File: src/rtl/router_port_scheduler_if.sv
// Handshake bundle between requesters, the port scheduler and the downstream port.
// master drives requests and out_ready; slave is the scheduler itself.
interface router_port_scheduler_if #(
    parameter int WIDTH = 39,
    parameter int NREQ  = 4
);
    logic [NREQ-1:0]       in_valid;
    logic [NREQ*WIDTH-1:0] in_data;
    logic [NREQ-1:0]       in_ready;
    logic                  out_valid;
    logic [WIDTH-1:0]      out_data;
    logic                  out_ready;
    logic [1:0]            grant_id;
    logic [1:0]            occupancy;
    logic [15:0]           stall_cnt;

    modport master (
        output in_valid, in_data, out_ready,
        input  in_ready, out_valid, out_data, grant_id, occupancy, stall_cnt
    );

    modport slave (
        input  in_valid, in_data, out_ready,
        output in_ready, out_valid, out_data, grant_id, occupancy, stall_cnt
    );
endinterface

File: src/rtl/router_port_scheduler.sv
// Round-robin scheduler granting one of four requesters per cycle into a
// 2-entry output FIFO; counts cycles where requests are pending but none accepted.
module router_port_scheduler #(
    parameter int WIDTH = 39,
    parameter int NREQ  = 4
) (
    input  logic                  clk,
    input  logic                  rst_n,
    router_port_scheduler_if.slave bus
);
    localparam int PTR_W = $clog2(NREQ);

    logic [PTR_W-1:0] ptr_reg;
    logic [1:0]       grant_reg;
    logic [1:0]       occ_reg;
    logic             rd_idx_reg;
    logic             wr_idx_reg;
    logic [15:0]      stall_reg;
    logic [WIDTH-1:0] fifo_mem_reg [2];

    logic [PTR_W-1:0] cand_idx [NREQ];
    logic [NREQ-1:0]  rot_valid;
    logic             grant_hit;
    logic [PTR_W-1:0] grant_idx;
    logic [NREQ-1:0]  ready_vec;
    logic             push;
    logic             pop;
    logic             out_valid_int;

    // Candidate gi is the requester gi places after the pointer.
    generate
        for (genvar gi = 0; gi < NREQ; gi++) begin : g_rot
            assign cand_idx[gi]  = ptr_reg + PTR_W'(gi);
            assign rot_valid[gi] = bus.in_valid[cand_idx[gi]];
        end
    endgenerate

    always_comb begin
        grant_hit = 1'b0;
        grant_idx = '0;
        for (int k = NREQ - 1; k >= 0; k--) begin
            if (rot_valid[k]) begin
                grant_hit = 1'b1;
                grant_idx = cand_idx[k];
            end
        end
    end

    // A full queue refuses input even when it is popped this cycle.
    always_comb begin
        ready_vec = '0;
        if (rst_n && grant_hit && (occ_reg != 2'd2)) begin
            ready_vec[grant_idx] = 1'b1;
        end
    end

    assign push          = |ready_vec;
    assign out_valid_int = rst_n && (occ_reg != 2'd0);
    assign pop           = out_valid_int && bus.out_ready;

    assign bus.in_ready  = ready_vec;
    assign bus.out_valid = out_valid_int;
    assign bus.out_data  = fifo_mem_reg[rd_idx_reg];
    assign bus.grant_id  = grant_reg;
    assign bus.occupancy = occ_reg;
    assign bus.stall_cnt = stall_reg;

    always_ff @(posedge clk) begin
        if (!rst_n) begin
            ptr_reg    <= '0;
            grant_reg  <= '0;
            occ_reg    <= '0;
            rd_idx_reg <= 1'b0;
            wr_idx_reg <= 1'b0;
            stall_reg  <= '0;
            for (int i = 0; i < 2; i++) begin
                fifo_mem_reg[i] <= '0;
            end
        end else begin
            if (push) begin
                fifo_mem_reg[wr_idx_reg] <= bus.in_data[grant_idx*WIDTH +: WIDTH];
                wr_idx_reg               <= ~wr_idx_reg;
                ptr_reg                  <= grant_idx + PTR_W'(1);
                grant_reg                <= 2'(grant_idx);
            end
            if (pop) begin
                rd_idx_reg <= ~rd_idx_reg;
            end
            case ({push, pop})
                2'b10:   occ_reg <= occ_reg + 2'd1;
                2'b01:   occ_reg <= occ_reg - 2'd1;
                default: occ_reg <= occ_reg;
            endcase
            if ((|bus.in_valid) && !push && (stall_reg != 16'hFFFF)) begin
                stall_reg <= stall_reg + 16'd1;
            end
        end
    end
endmodule
File: src/flat_wrapper.sv
// flat-port wrapper written by rule: the top's interface ports become plain ports
module router_port_scheduler_flat 
#(
    parameter int WIDTH = 39,
    parameter int NREQ  = 4
)
  (clk, rst_n, bus_in_valid, bus_in_data, bus_out_ready, bus_in_ready, bus_out_valid, bus_out_data, bus_grant_id, bus_occupancy, bus_stall_cnt);
  router_port_scheduler_if #(.WIDTH(WIDTH), .NREQ(NREQ)) bus_i ();
  input  logic clk;
  input  logic rst_n;
  input wire logic [$bits(bus_i.in_valid)-1:0] bus_in_valid;
  input wire logic [$bits(bus_i.in_data)-1:0] bus_in_data;
  input wire logic [$bits(bus_i.out_ready)-1:0] bus_out_ready;
  output wire logic [$bits(bus_i.in_ready)-1:0] bus_in_ready;
  output wire logic [$bits(bus_i.out_valid)-1:0] bus_out_valid;
  output wire logic [$bits(bus_i.out_data)-1:0] bus_out_data;
  output wire logic [$bits(bus_i.grant_id)-1:0] bus_grant_id;
  output wire logic [$bits(bus_i.occupancy)-1:0] bus_occupancy;
  output wire logic [$bits(bus_i.stall_cnt)-1:0] bus_stall_cnt;
  assign bus_i.in_valid = bus_in_valid;
  assign bus_i.in_data = bus_in_data;
  assign bus_i.out_ready = bus_out_ready;
  assign bus_in_ready = bus_i.in_ready;
  assign bus_out_valid = bus_i.out_valid;
  assign bus_out_data = bus_i.out_data;
  assign bus_grant_id = bus_i.grant_id;
  assign bus_occupancy = bus_i.occupancy;
  assign bus_stall_cnt = bus_i.stall_cnt;
  router_port_scheduler #(.WIDTH(WIDTH), .NREQ(NREQ)) u_core (.clk(clk), .rst_n(rst_n), .bus(bus_i));
endmodule
File: config.mk
export PLATFORM = sky130hd
export DESIGN_NAME = router_port_scheduler_flat
export DESIGN_NICKNAME = d
export VERILOG_FILES = /design/src/rtl/router_port_scheduler_if.sv /design/src/rtl/router_port_scheduler.sv /design/src/flat_wrapper.sv
export SDC_FILE = /design/constraint.sdc
export NUM_CORES = 1
export LEC_CHECK = 0
export BUFFER_PORTS_ARGS = -buffer_cell sky130_fd_sc_hd__buf_2
export CORE_ASPECT_RATIO = 0.8
export CORE_MARGIN = 4
export CORE_UTILIZATION = 40
export DETAILED_ROUTE_END_ITERATION = 6
export MAX_ROUTING_LAYER = met4
export PLACE_DENSITY = 0.76
export SETUP_SLACK_MARGIN = 0.02
export SYNTH_ARGS = -nofsm -noshare
export SYNTH_HDL_FRONTEND = slang
export SYNTH_SLANG_ARGS = --single-unit
File: constraint.sdc
create_clock -name clk -period 6.4 [get_ports clk]
set_clock_uncertainty 0.15 [all_clocks]
set_input_delay 1.28 -clock clk [delete_from_list [all_inputs] [get_ports clk]]
set_output_delay 1.28 -clock clk [all_outputs]
set_load 0.01 [all_outputs]
==> flow_summary_export.csv, run 1 <==
group,metric,value,unit
min_path,hold_path.class,"reg2reg",
placed_design,gp_congestion,0.887,
logic_synthesis,yosys.area.top_type_share,42.2,%
global_routing,grt_max_degree,57,
global_routing,grt_util_all_layers,18.9,%
layout,final_area,7130,µm²
routing,remaining_drc_errors,0,
logic_synthesis,synthCells,452,
layout,area_delta_synth_final,28.3,%
clocking,cts.sinks,103,
setup_path,crit_slowest_cell,"buf_4",
routing,wl_per_cell,17.5,µm
outcome,run_status,"finished clean",
setup_path,critical-path-top-delay-family,"buffers and inverters",
setup_path,max_stage_delay,370,ps
sta,grt_setup_unrepaired,"no",
logic_synthesis,ys_warn_count,0,
pwr,pwr_density_cell,309,nW/µm²
layout,largest_register_ffs,78,
placed_design,port_buffers,226,
routing,totalWireLength,14.8,mm
global_routing,grt_pass1_wl,23.5,mm
setup_path,cp_common_cell,"buf_2",
logic_synthesis,yosys-top-cells-area,"edfxtp_1 42%, mux2i_1 14%, dfxtp_1 9.0%",
pwr,switchingPower,0.666,mW
clocking,cts_tree,"built",
clocking,cts_buffer_depth,2,
sta,period_needed,4170,ps
clocking,cts_root_buffer,"clkbuf_16",
placed_design,hpwl,10.3,mm
clocking,cts-buffers-inserted,9,
logic_synthesis,synth_commonest_cells,"79 x mux2i_1, 78 x edfxtp_1, 78 x o22ai_1, 39 x mux2_2, 25 x dfxtp_1",
sta,tightest_slew,1060,ps
floorplan,die_x,140,µm
floorplan,die_area,15800,µm²
global_routing,grt_overflow_total,0,
setup_path,critPathKind,"in2out",
global_routing,grt_pass1_vias,4861,
floorplan,start_util,40.8,%
job,drv_cap,0,
sta,maxSlewHeadroom,29.2,%
clocking,cts_setup_buffers,0,
clocking,post_cts_resize_count,0,
floorplan,die_y,113,µm
pwr,sw_frac_of_total,30.2,%
routing,first_iter_violations,318,
pwr,p_clk_share,27.1,%
logic_synthesis,synth.largest_area_cell,"edfxtp_1",
logic_synthesis,avgSynthCellArea,12.3,µm²
setup_path,critPathBufInv,3,
setup_path,cp-end-kind,"output pin",
logic_synthesis,synthesis.nets,617,
sta,finalHoldViolCount,0,
routing,vias,4651,
setup_path,cp.arrival,2740,ps
logic_synthesis,synth_cell_types,47,
floorplan,coreArea,13600,µm²
routing,ant_nets,0,
setup_path,cp-start-kind,"input pin",
clocking,hold_buffers,0,
floorplan,num_rows,38,
sta,finalSetupTns,0,ps
layout,fill_cells,1200,
placed_design,postPlaceCellArea,6790,µm²
sta,timing.fmax,240,MHz
setup_path,crit_fanout,27,
setup_path,path_cells,"buf_2 -> a21oi_1 -> a2bb2oi_4 -> buf_4 -> nor3b_1 -> buf_2",
routing,firstDrtPassIters,5,
setup_path,cp.required,4970,ps
pwr,leakagePower,3.07,nW
sta,setup_violations,0,
logic_synthesis,yosysMostFrequentCell,"mux2i_1",
pwr,power_frac_seq,41.4,%
logic_synthesis,ys_ff_latch,103,
global_routing,antenna_found_initial,0,
pwr,pwr-share-comb,31.5,%
clocking,htreeDepth,3,
logic_synthesis,synth_ff_type,"edfxtp_1",
layout,drive_gt1_share,45.3,%
layout,diodes,0,
routing,via_per_inst,5.50,
logic_synthesis,async_reset_ff_share,0,%
sta,maxSlewViolCount,0,
logic_synthesis,synth_edf_count,78,
floorplan,boundaryPins,227,
layout,nNetsFinal,825,
placed_design,placedCellCount,829,
sta,fin_crit_sh,65.1,%
logic_synthesis,synthesis.area,5550,µm²
clocking,clk_pin_slew,60,ps
clocking,clk_latency,340,ps
pwr,p_int,1.54,mW
layout,fin_cells,845,
pwr,ir_worst_vdd,160,µV
logic_synthesis,seq_area_frac_synth,51.2,%
## path summary, 6_finish.rpt
path / start / end / slack [ps] / depth (start not counted)
worst min-delay path: u_core.bus.grant_id[1] / u_core.bus.grant_id[1] / 310 / 2
worst min register to register: u_core.bus.grant_id[1] / u_core.bus.grant_id[1] / 310 / 2
worst max-delay path: bus_in_valid[0] / bus_in_ready[2] / 2230 / 6
worst max register to register: u_core.ptr_reg[1] / u_core.fifo_mem_reg[1][9] / 3610 / 5
## routing by layer
| metal | GRT usage, % | up-vias | wire (µm) | part of all wire [%] |
|---|---|---|---|---|
| met2 | 32.5 | 206 | 7470 | 50 |
| met4 | 6.26 | 0 | 144 | 0.97 |
| met1 | 22.0 | 2226 | 5950 | 40 |
| met5 | - | - | 0 | 0 |
| met3 | 4.44 | 11 | 1240 | 8.4 |
| li1 | - | 2208 | - | - |
## worst min-delay path, delay by kind of cell (launching register included)
family / cells / cell delay, ps
flops: 1 / 310
simple gates: 1 / 50
compound gates: 1 / 50
## cells in the final DEF (no fill, tap or decap), types with 2 or more instances in the layout
master,count
buf_2,226
mux2i_1,79
o22ai_1,78
edfxtp_1,78
mux2_2,39
dfxtp_1,24
nor2_1,17
xor2_1,12
nand2_1,11
nand3_1,11
clkbuf_16,11
a21oi_1,9
nand4_1,5
o21ai_0,4
buf_4,4
inv_1,3
and2_1,3
nor3b_1,3
and3_1,3
nor3_1,3
nor2_4,2
inv_6,2
nand3b_1,2
xnor2_1,2
nand2_2,2
and4_1,2
or3_1,2
a2111oi_4,2
o21a_1,2
ha_1,2
## stage by stage
stage               total power, mW  worst slack, ps  util, %  hold WS [ps]
finish                         2.20             2230     52.4           315
global route                   2.32             2150     52.4           328
CTS                            2.22             2230     52.4           318
detailed placement             1.62             2210     49.9           306
global placement               1.59             2330     49.9           306
floorplan                      1.39             1350        -           328
## kinds of logic after synthesis
| family | share of synthesized area, % |
|---|---|
| adders and majority gates | 0.450 |
| xor gates and xnor gates | 2.21 |
| DFF | 51.2 |
| buffers and inverters | 3.74 |
| AOI/OAI and AO/OA | 12.5 |
| and+or+nand+nor | 7.77 |
| muxes | 22.1 |
## cell type report
cell class	instances	area, µm²	area share (%)
flip-flops and latches	103	2840	39.9
multi-input cells	312	2540	35.6
repair buffers	230	1160	16.3
clock buffers	13	293	4.11
well taps	180	225	3.16
clock inverters	3	43.8	0.614
inverters	4	20.0	0.281
## power by group through the flow
| stage | clock network [mW] | logic [mW] | registers, mW |
|---|---|---|---|
| global route | 0.638 | 0.759 | 0.923 |
| finish | 0.597 | 0.693 | 0.913 |
| floorplan | 0 | 0.487 | 0.904 |
| CTS | 0.609 | 0.699 | 0.914 |
| detailed placement | 0 | 0.696 | 0.928 |
| global placement | 0 | 0.674 | 0.920 |
(Power assumes the default switching activity.)
==> run 2, diff against run 1 <==
- ABC_AREA: default -> 1
- PLACE_DENSITY: 0.76 -> 0.77
- clock period: 6.4 -> 3.6 ns (I/O delays scaled with it)
==> run 2 against run 1 <==
Compared with the run above: global-route usage rose by 1.9 points; die area rose by 13%; clock power rose by 55%; design area rose by 10%; total power rose by 140%; critical endpoint unchanged.
==> flow_summary_export.csv, run 2 <==
group,metric,value,unit
logic_synthesis,synth_ff_type,"edfxtp_1",
layout,diodes,0,
layout,fill_cells,1470,
clocking,cts_buffer_depth,2,
floorplan,die_area,17900,µm²
job,drv_cap,0,
clocking,htreeDepth,3,
clocking,cts_tree,"built",
clocking,cts_root_buffer,"clkbuf_16",
sta,setup_violations,0,
pwr,finalPower,5.34,mW
sta,fin_crit_sh,90.0,%
routing,first_iter_violations,514,
logic_synthesis,synthesis.area,6320,µm²
clocking,post_cts_resize_count,0,
logic_synthesis,synth_commonest_cells,"219 x nand2_1, 129 x nand3_1, 111 x inv_1, 96 x a21oi_1, 78 x edfxtp_1",
routing,ant_nets,0,
logic_synthesis,seq_area_frac_synth,45.0,%
layout,final_cell_mix,"226 x buf_2, 214 x nand2_1, 129 x nand3_1",
layout,drive_gt1_share,30.3,%
sta,finalSetupTns,0,ps
clocking,clk_latency,350,ps
setup_path,critPathKind,"reg2out",
setup_path,cp-start-kind,"flip-flop",
sta,finalHoldViolCount,0,
setup_path,crit_fanout,28,
clocking,clk_pin_slew,70,ps
placed_design,hpwl,12.8,mm
sta,maxSlewHeadroom,45.0,%
logic_synthesis,synth_edf_count,78,
sta,grt_setup_unrepaired,"no",
sta,tightest_slew,824,ps
global_routing,antenna_found_initial,0,
pwr,leakagePower,3.93,nW
pwr,ir_worst_vdd,588,µV
floorplan,coreArea,15300,µm²
routing,wl_per_cell,14.8,µm
min_path,hold_path.class,"reg2reg",
floorplan,boundaryPins,227,
setup_path,cp.arrival,2370,ps
sta,period_needed,3240,ps
routing,remaining_drc_errors,0,
global_routing,grt_overflow_total,0,
routing,firstDrtPassIters,5,
logic_synthesis,avgSynthCellArea,7.74,µm²
clocking,cts-buffers-inserted,9,
floorplan,num_rows,40,
routing,vias,6167,
placed_design,gp_congestion,0.912,
floorplan,die_y,120,µm
routing,via_per_inst,4.99,
layout,final_common_cell,"buf_2",
sta,maxSlewViolCount,0,
logic_synthesis,yosys-top-cells-area,"edfxtp_1 37%, nand2_1 13%, nand3_1 10%",
floorplan,start_util,41.4,%
logic_synthesis,ys_warn_count,0,
setup_path,cp.required,2730,ps
logic_synthesis,synthCells,817,
logic_synthesis,yosys.area.top_type_share,37.1,%
clocking,cts_setup_buffers,0,
global_routing,grt_max_degree,79,
pwr,pwr_density_cell,679,nW/µm²
logic_synthesis,yosysMostFrequentCell,"nand2_1",
clocking,cts.sinks,103,
logic_synthesis,synth_cell_types,31,
setup_path,cp-end-kind,"output pin",
logic_synthesis,async_reset_ff_share,0,%
global_routing,grt_pass1_wl,28.9,mm
clocking,hold_buffers,0,
logic_synthesis,ys_ff_latch,103,
logic_synthesis,synth.largest_area_cell,"edfxtp_1",
layout,largest_register_ffs,78,
global_routing,grt_pass1_vias,5714,
outcome,run_status,"finished clean",
floorplan,die_x,149,µm
global_routing,grt_util_all_layers,20.7,%
logic_synthesis,synthesis.nets,982,
placed_design,port_buffers,226,
routing,totalWireLength,18.2,mm
layout,area_delta_synth_final,24.4,%
sta,timing.fmax,309,MHz
layout,nNetsFinal,1187,
## run 2: changes by cell type in the layout (fill, tap and decap cells not counted), moves of 7 or more
cell / before / now
nand2_1: 11 / 214
nand3_1: 11 / 129
inv_1: 3 / 111
a21oi_1: 9 / 96
mux2i_1: 79 / 0
o22ai_1: 78 / 0
buf_4: 4 / 16
xor2_1: 12 / 3
nor2_1: 17 / 25
o21ai_0: 4 / 11
## run 2: per-layer routing
layer  wire length (µm)  vias up  part of all wire, %  track usage [%]
met2               8520      257                   47             33.4
met5                  0        -                    0                -
met1               7940     2789                   44             27.0
met3               1540       19                  8.5             4.23
li1                   -     3102                    -                -
met4                236        0                  1.3             5.31
## run 2: worst paths after layout
kind | slack, ps | start | cells after the start | endpoint
setup reg to reg | 460 | u_core.ptr_reg[0] | 13 | u_core.fifo_mem_reg[1][27]
hold / removal | 340 | u_core.bus.grant_id[1] | 2 | u_core.bus.grant_id[1]
setup / recovery | 360 | u_core.ptr_reg[0] | 12 | bus_in_ready[2]
hold reg to reg | 340 | u_core.bus.grant_id[1] | 2 | u_core.bus.grant_id[1]
## run 2: worst max-delay path: stages, from the launching register on
cell and delay, ps:
dfxtp_1 620, inv_1 150, nand2_1 120, nand3_1 100
nand2_1 110, nand3_2 110, nand2_2 100, nand2_4 180
nand2_2 170, inv_2 50, nand2_1 120, nor2_1 60
buf_2 130
## run 2: cells by family after synthesis
family / synth area share (%)
DFF: 45.0
buffers and inverters: 11.0
adders and majority gates: 0.396
muxes: 6.95
AOI/OAI and AO/OA: 8.85
xor gates and xnor gates: 0.832
and+or+nand+nor: 27.0
## run 2: metrics by stage
step	cells	instance area [µm²]	setup WS (ps)	utilization, %	hold WS, ps
after floorplan	817	6320	597	-	296
after global placement	1221	7580	498	49.6	319
after detailed placement	1221	7580	412	49.6	332
after CTS	1237	7860	372	51.5	346
after global routing	1237	7860	60.9	51.5	368
final	1237	7860	361	51.5	343
## run 2: layout make-up
type                            instances  area (µm²)  share of cell area, %
Sequential cell                       103        2840                   36.2
Tap cell                              210         263                   3.34
Multi-Input combinational cell        552        2790                   35.5
Timing Repair Buffer                  242        1250                   15.9
Inverter                              114         428                   5.44
Clock inverter                          7        57.6                  0.732
Clock buffer                            9         225                   2.86
## run 2: where the power goes
part	total (mW)	leakage, nW	switching [mW]	internal [mW]
clock	0.926	0.136	0.448	0.478
combinational	2.73	2.77	1.81	0.924
sequential	1.68	1.03	0.0906	1.59
total	5.34	3.93	2.35	2.99
